[config.mk]
export PLATFORM = sky130hd
export DESIGN_NAME = instr_stream_buffer
export DESIGN_NICKNAME = d
export VERILOG_FILES = /design/src/rtl/instr_stream_buffer.sv
export SDC_FILE = /design/constraint.sdc
export NUM_CORES = 2
export LEC_CHECK = 0
export ABC_AREA = 1
export BUFFER_PORTS_ARGS = -buffer_cell sky130_fd_sc_hd__buf_2
export CAP_MARGIN = 25
export CORE_MARGIN = 10
export CORE_UTILIZATION = 63
export CTS_CLUSTER_DIAMETER = 100
export DETAILED_ROUTE_END_ITERATION = 10
export PLACE_DENSITY = 0.76
export SLEW_MARGIN = 15
export SYNTH_ARGS = -nofsm -noshare
export SYNTH_HDL_FRONTEND = slang
export SYNTH_SLANG_ARGS = --single-unit
[constraint.sdc]
create_clock -name clk -period 3.8 [get_ports clk]
set_clock_uncertainty 0.05 [all_clocks]
set_input_delay 0.57 -clock clk [delete_from_list [all_inputs] [get_ports clk]]
set_output_delay 0.57 -clock clk [all_outputs]
set_load 0.05 [all_outputs]
[src/rtl/instr_stream_buffer.sv]
// Instruction store with an in-order valid/ready stream to decode.
// Program memory is loaded through a write port while the stream is idle.
module instr_stream_buffer #(
  parameter int  INSTR_W = 25,
  parameter int  DEPTH   = 64,
  localparam int ADDR_W  = $clog2(DEPTH)
) (
  input  logic               clk,
  input  logic               rst,
  input  logic               wr_en,
  input  logic [ADDR_W-1:0]  wr_addr,
  input  logic [INSTR_W-1:0] wr_data,
  input  logic [ADDR_W:0]    prog_len,
  input  logic               start,
  input  logic               flush,
  input  logic               out_ready,
  output logic               out_valid,
  output logic [INSTR_W-1:0] out_instr,
  output logic [ADDR_W-1:0]  out_pc,
  output logic               busy,
  output logic               done
);

  typedef enum logic [1:0] {
    IDLE  = 2'd0,
    FETCH = 2'd1,
    DONE  = 2'd2
  } state_t;

  localparam logic [ADDR_W:0] DEPTH_L = (ADDR_W + 1)'(DEPTH);

  logic [INSTR_W-1:0] mem [DEPTH];

  state_t             state, state_d;
  logic [ADDR_W:0]    pc, pc_d;
  logic [ADDR_W:0]    len, len_d;
  logic [ADDR_W:0]    plen_clamp;
  logic               valid_d;
  logic [INSTR_W-1:0] instr_d;
  logic [ADDR_W-1:0]  opc_d;
  logic               mem_we;

  assign plen_clamp = (prog_len > DEPTH_L) ? DEPTH_L : prog_len;
  assign mem_we     = wr_en && (state != FETCH);
  assign busy       = (state == FETCH);
  assign done       = (state == DONE);

  always_comb begin
    state_d = state;
    pc_d    = pc;
    len_d   = len;
    valid_d = out_valid;
    instr_d = out_instr;
    opc_d   = out_pc;
    if (flush) begin
      state_d = IDLE;
      valid_d = 1'b0;
      pc_d    = '0;
    end else begin
      case (state)
        IDLE, DONE: begin
          if (start) begin
            len_d   = plen_clamp;
            pc_d    = '0;
            state_d = (plen_clamp != '0) ? FETCH : DONE;
          end
        end
        FETCH: begin
          if (out_valid && out_ready && pc == len) begin
            valid_d = 1'b0;
            state_d = DONE;
          end else if ((!out_valid || out_ready) && pc < len) begin
            instr_d = mem[pc[ADDR_W-1:0]];
            opc_d   = pc[ADDR_W-1:0];
            valid_d = 1'b1;
            pc_d    = pc + 1'b1;
          end
        end
        default: state_d = IDLE;
      endcase
    end
  end

  always_ff @(posedge clk or posedge rst) begin
    if (rst) begin
      state     <= IDLE;
      pc        <= '0;
      len       <= '0;
      out_valid <= 1'b0;
      out_instr <= '0;
      out_pc    <= '0;
    end else begin
      state     <= state_d;
      pc        <= pc_d;
      len       <= len_d;
      out_valid <= valid_d;
      out_instr <= instr_d;
      out_pc    <= opc_d;
    end
  end

  // Storage has no reset so contents survive a mid-run reset.
  always_ff @(posedge clk) begin
    if (mem_we) begin
      mem[wr_addr] <= wr_data;
    end
  end

endmodule

After elaboration in Yosys (flattened, before gate mapping) --
Memories as Yosys holds them, arrays and structs flattened. A register that Yosys moved wholly into a read port is not among the register bits. Index checks and enable logic that the tools add are counted.
Operators by class: reduce and logical (&&, ||, !) cells 17, multiplexer cells 17, add/sub/neg operators 1, bitwise logic cells 2, magnitude comparators 2, eq/ne operators 8
Operators with widths (count):
- $mux W7 | 5
- $pmux W7 S2 | 1
- $mux W2 | 4
- $reduce_and A4 Y1 | 2
- $add A7 B1 Y7 const B | 1
- $eq A7 B7 Y1 | 1
- $gt A7 B7 Y1 const B | 1
- $lt A7 B7 Y1 | 1
- $reduce_bool A7 Y1 | 1
- $mux W1 | 6
- $ne A3 B2 Y1 const B | 2
- $ne A3 B3 Y1 const B | 2
- $reduce_bool A3 Y1 | 2
- $logic_and A1 B1 Y1 | 4
- $pmux W2 S2 | 1
- $reduce_and A2 Y1 | 2
- $reduce_and A3 Y1 | 1
- $eq A2 B1 Y1 const B | 1
- $eq A2 B2 Y1 const B | 1
- $logic_not A2 Y1 | 1
- $ne A2 B1 Y1 const B | 1
- $not A1 Y1 | 2
- $reduce_bool A2 Y1 | 1
- $reduce_or A2 Y1 | 1
- 2 further kinds | 2
Word-level totals: output and inout bits 34, memories kept 1, register bits 23, RAM bits 1600
Memory list:
- mem | depth 64, bits a word 25, rd ports 1, clocked after Yosys merged registers in 1, write ports 1, line 32 | logic [INSTR_W-1:0] mem [DEPTH];

Logic depth before layout (Yosys ltp) --
depth after elaboration 7, gate-level depth with buffers 17

Worst setup path before layout --
OpenSTA, ideal clock, no wires.
path kind register -> register, start reg state[0], end mem mem[10][0] (enable), cell stages (with the launch flop) 6, clock period less this slack 2825 ps, buffers on the path 0, path slack 975 ps, arrival 2368 ps, cell sequence dfrtp_1 -> inv_1 -> nor2_4 -> nor2_1 -> nand4_1 -> nor2_1
Between the ends: longest elaborated chain between the ends 4
Ends and longest elaborated chain:
- start: declaration | line 34 | state_t state, state_d;
- start signal: assignment | line 93 | state <= state_d;
- $ne A2 B1 Y1 | line 44 | assign mem_we = wr_en && (state != FETCH);
- $logic_and A1 B1 Y1 | line 44
- $mux W1 | line 104 | if (mem_we) begin
- $mux W1 (not written as such) | line 105 | mem[wr_addr] <= wr_data;
- end: declaration | line 32
No other way between the ends.

Worst setup path after layout --
start reg pc[0], end reg out_instr[22], read port of mem
Between the ends: longest elaborated chain between the ends 4, elaborated cells between the ends (all ways) 6, classes of those cells order compare (1); eq/ne (1); bitwise (1); reduce/logical (3)
Ends and longest elaborated chain:
- start: declaration | line 35 | logic [ADDR_W:0] pc, pc_d;
- start signal: assignment | line 94 | pc <= pc_d;
- branches (longest 4 deep; another with $lt A7 B7 Y1)
- end: declaration | line 18 | output logic [INSTR_W-1:0] out_instr,
Parallel ways; which one is timed is not known. A chain may end at the register's enable or synchronous reset.

==> impl_metrics.py <==
metrics = {
    "sta": {
        "finalSetupViolCount": 0,
        "slew_violations": 0,
        "maxSlewHeadroom_pct": 24.9,
        "worst_pin_slew_ns": 1.13,
        "rsz0062_at_grt": "false",
        "period_share_pct": 83.4,
        "max_freq_ghz": 0.315,
        "post-route-min-period_ns": 3.17,
        "final-hold-violation-count": 0,
        "fin_tns_setup_ns": 0,
    },
    "detailed_routing": {
        "dr_total_vias": 47090,
        "drt-initial-drc-count": 6634,
        "dr.pass1.iters": 11,
        "viasPerCell": 6.02,
        "drc": 2,
        "wl_per_cell_um": 23.9,
        "postRouteAntennaNets": 0,
        "drt-total-wl_um": 187000,
    },
    "floorplanning": {
        "core_area_mm2": 0.108,
        "die_w_um": 350,
        "die_h_um": 350,
        "start_util_pct": 63.7,
        "num_io_pins": 78,
        "die_area_mm2": 0.122,
        "num_rows": 120,
    },
    "status": {
        "violations": "design-rule violations",
        "outcome": "finished with violations",
    },
    "synthesis": {
        "ys_ff_latch": 1648,
        "syn_area_mm2": 0.0685,
        "avgSynthCellArea_um2": 11.0,
        "synth.net_count": 6263,
        "synthDistinctLibCells": 35,
        "synthCells": 6211,
        "synth_seq_area_share_pct": 71.9,
        "yosysTopAreaCell": "edfxtp_1",
        "yosys-top-cells-area": "edfxtp_1, nand2_1, nor2_1, nand3_1, o21ai_0",
        "synth_top_cell_area_share_pct": 70.1,
        "yosysWarnings": 0,
    },
    "global_routing": {
        "met1_usage_pct": 40.3,
        "grt_start_max_net_pins": 170,
        "grt_use_met2_pct": 47.8,
        "grt_overflow": 0,
        "grt_pass1_wl_um": 278000,
        "antenna_found_initial": 9,
        "grt_pass1_vias": 45582,
        "grt_use_total_pct": 30.3,
        "grt_util_met3_pct": 6.40,
        "grt_busiest_layer": "met2",
    },
    "cells_and_area": {
        "seqCellArea_mm2": 0.0493,
        "nets": 6349,
        "drive_gt1_share_pct": 8.75,
        "area_growth_pct": 11.2,
        "final_common_cell": "edfxtp_1",
        "fill_cells": 7101,
        "final_area_mm2": 0.0761,
        "final_cell_mix": "edfxtp_1, nand2_1, nor2_1, nand3_1, inv_1",
        "stdcell_count": 7828,
        "multi_input_area_mm2": 0.0159,
    },
    "placed_design": {
        "place_inst": 7528,
        "port_buffers": 77,
        "gp_congestion": 0.873,
        "placed_cell_area_mm2": 0.0710,
        "dpl.hpwl_um": 104000,
    },
    "clocking": {
        "cts-root-buf": "clkbuf_16",
        "clk_latency_ns": 0.78,
        "cts_buffers": 162,
        "clk_pin_slew_worst_paths_ns": 0.06,
        "post_cts_buffers": 0,
        "htree_levels": 4,
        "cts.sinks": 1648,
        "cts_tree": "done",
        "cts_resized": 0,
        "cts.path.max_buffers": 3,
    },
    "critical_path": {
        "crit_chain": "inv_8 -> ha_1 -> nand3b_1 -> a21boi_0 -> nor2_1 -> nand3_2 -> nor2_1 -> nand3_1 -> nand3_1",
        "slowest_delay_ns": 0.92,
        "crit_fanout": 47,
        "cp_top_family": "simple AND/OR/NAND/NOR gates",
        "cp_slowest_cell": "nor2_1",
        "crit_buf_inv": 1,
        "critPathRequiredTime_ns": 4.45,
        "setup.worst_path.class": "flop to flop",
        "crit_cells": 9,
        "worstPathArrival_ns": 3.82,
        "critPathLaunchType": "flop",
        "cp-end-kind": "flop",
        "r2r_cells": 9,
    },
    "power_and_ir_drop": {
        "irDropWorstVdd_v": 0.000530,
        "powerDensity_mw_per_mm2": 607,
        "p_leak_nw": 29.0,
    },
    "hold_path": {
        "hold_class": "primary input to flop",
        "min_path_cells": 3,
    },
    "flow_run": {
        "drv_cap": 0,
    },
}
## cells in the mapped netlist
cell type     n
nor2_1     1032
a22o_1        1
o211ai_1     49
buf_8         1
and3_1        2
dfrtp_1      48
or2_2        23
a21boi_0      1
o21ai_0     428
a31oi_1       3
nand3_1     569
xor2_1        2
clkinv_1      2
nor2_2        1
nand4_1       7
edfxtp_1   1600
clkbuf_1    124
nand3b_1      1
inv_2         5
ha_1          8
buf_1        57
o21ai_1      36
nand2_1    1521
nor3_1        5
buf_6        21
inv_1       484
nor2_4        1
o22ai_1       3
buf_4        14
nor3b_1       1
buf_2       120
nand3_2       1
o21a_1        1
a21oi_1      37
o31ai_1       2
## where the power goes
group          leakage, nW  switching (mW)  internal (mW)  total, mW
logic                 11.6            7.70           2.76       10.5
clock network         2.42            6.58           8.71       15.3
registers             15.0           0.238           20.2       20.5
total                 29.0            14.5           31.7       46.2
## state kept, by name, summed over array words and instances, names as in the netlist
| name | cells |
|---|---|
| mem | 1600 |
| len | 7 |
| out_pc | 6 |
| state | 2 |
| pc | 7 |
| out_valid | 1 |
| out_instr | 25 |
## kinds of logic after synthesis
logic type	count (synthesis)	share of synthesized area (%)
AOI/OAI and AO/OA	561	4.31
xor gates and xnor gates	2	0.0256
adders and majority gates	8	0.146
buffers and inverters	828	5.08
DFF	1648	71.9
and+or+nand+nor	3164	18.5
## timing repair
item / CTS / global route
endpoints found under the setup margin: 0 / 0
hold endpoints to repair: 13 / 0
hold buffers: 2 / 0
## final cells by class
cell class	count	share of cell area (%)
multi-input combinational	3735	20.9
timing repair buffer	259	3.06
tap	1403	2.31
antenna	4	0.0131
clock buffer	214	5.77
sequential	1648	64.7
inverter	491	2.45
clock inverter	74	0.766
## routing by layer
layer	routed length, um	vias up	part of all wire, %
li1	-	21017	-
met1	68000	22574	36
met3	22800	464	12
met2	87300	3027	47
met4	8780	8	4.7
met5	45	-	0.024
## per-stage QoR
| step | hold slack, ns | total power [mW] | util, % | setup WS, ns |
|---|---|---|---|---|
| after floorplan | 0.427 | 28.0 | - | 0.975 |
| after global routing | 0.0548 | 48.0 | 70.8 | 0.418 |
| final | 0.0371 | 46.2 | 70.8 | 0.630 |
| after detailed placement | 0.433 | 31.0 | 66.0 | 0.784 |
| after global placement | 0.432 | 30.7 | 66.0 | 0.837 |
| after CTS | 0.0162 | 46.1 | 70.7 | 0.756 |
## worst paths after layout
check | startpoint | endpoint | slack, ns
worst max register to register | pc[0] | out_instr[22] | 0.63
worst min-delay path | prog_len[2] | len[2] | 0.04
max in group asynchronous | rst | out_instr[10] | 2.89
worst max-delay path | pc[0] | out_instr[22] | 0.63
worst min register to register | out_instr[2] | out_instr[2] | 0.45
min in group asynchronous | rst | out_instr[5] | 0.27
## worst reg2reg max path, stage by stage (launching register included)
cell      delay (ns)
dfrtp_4         0.57
inv_8           0.31
ha_1            0.23
nand3b_1        0.09
a21boi_0        0.10
nor2_1          0.17
nand3_2         0.30
nor2_1          0.93
nand3_1         0.21
nand3_1         0.14
No activity file was read; power rests on OpenSTA's default activity.
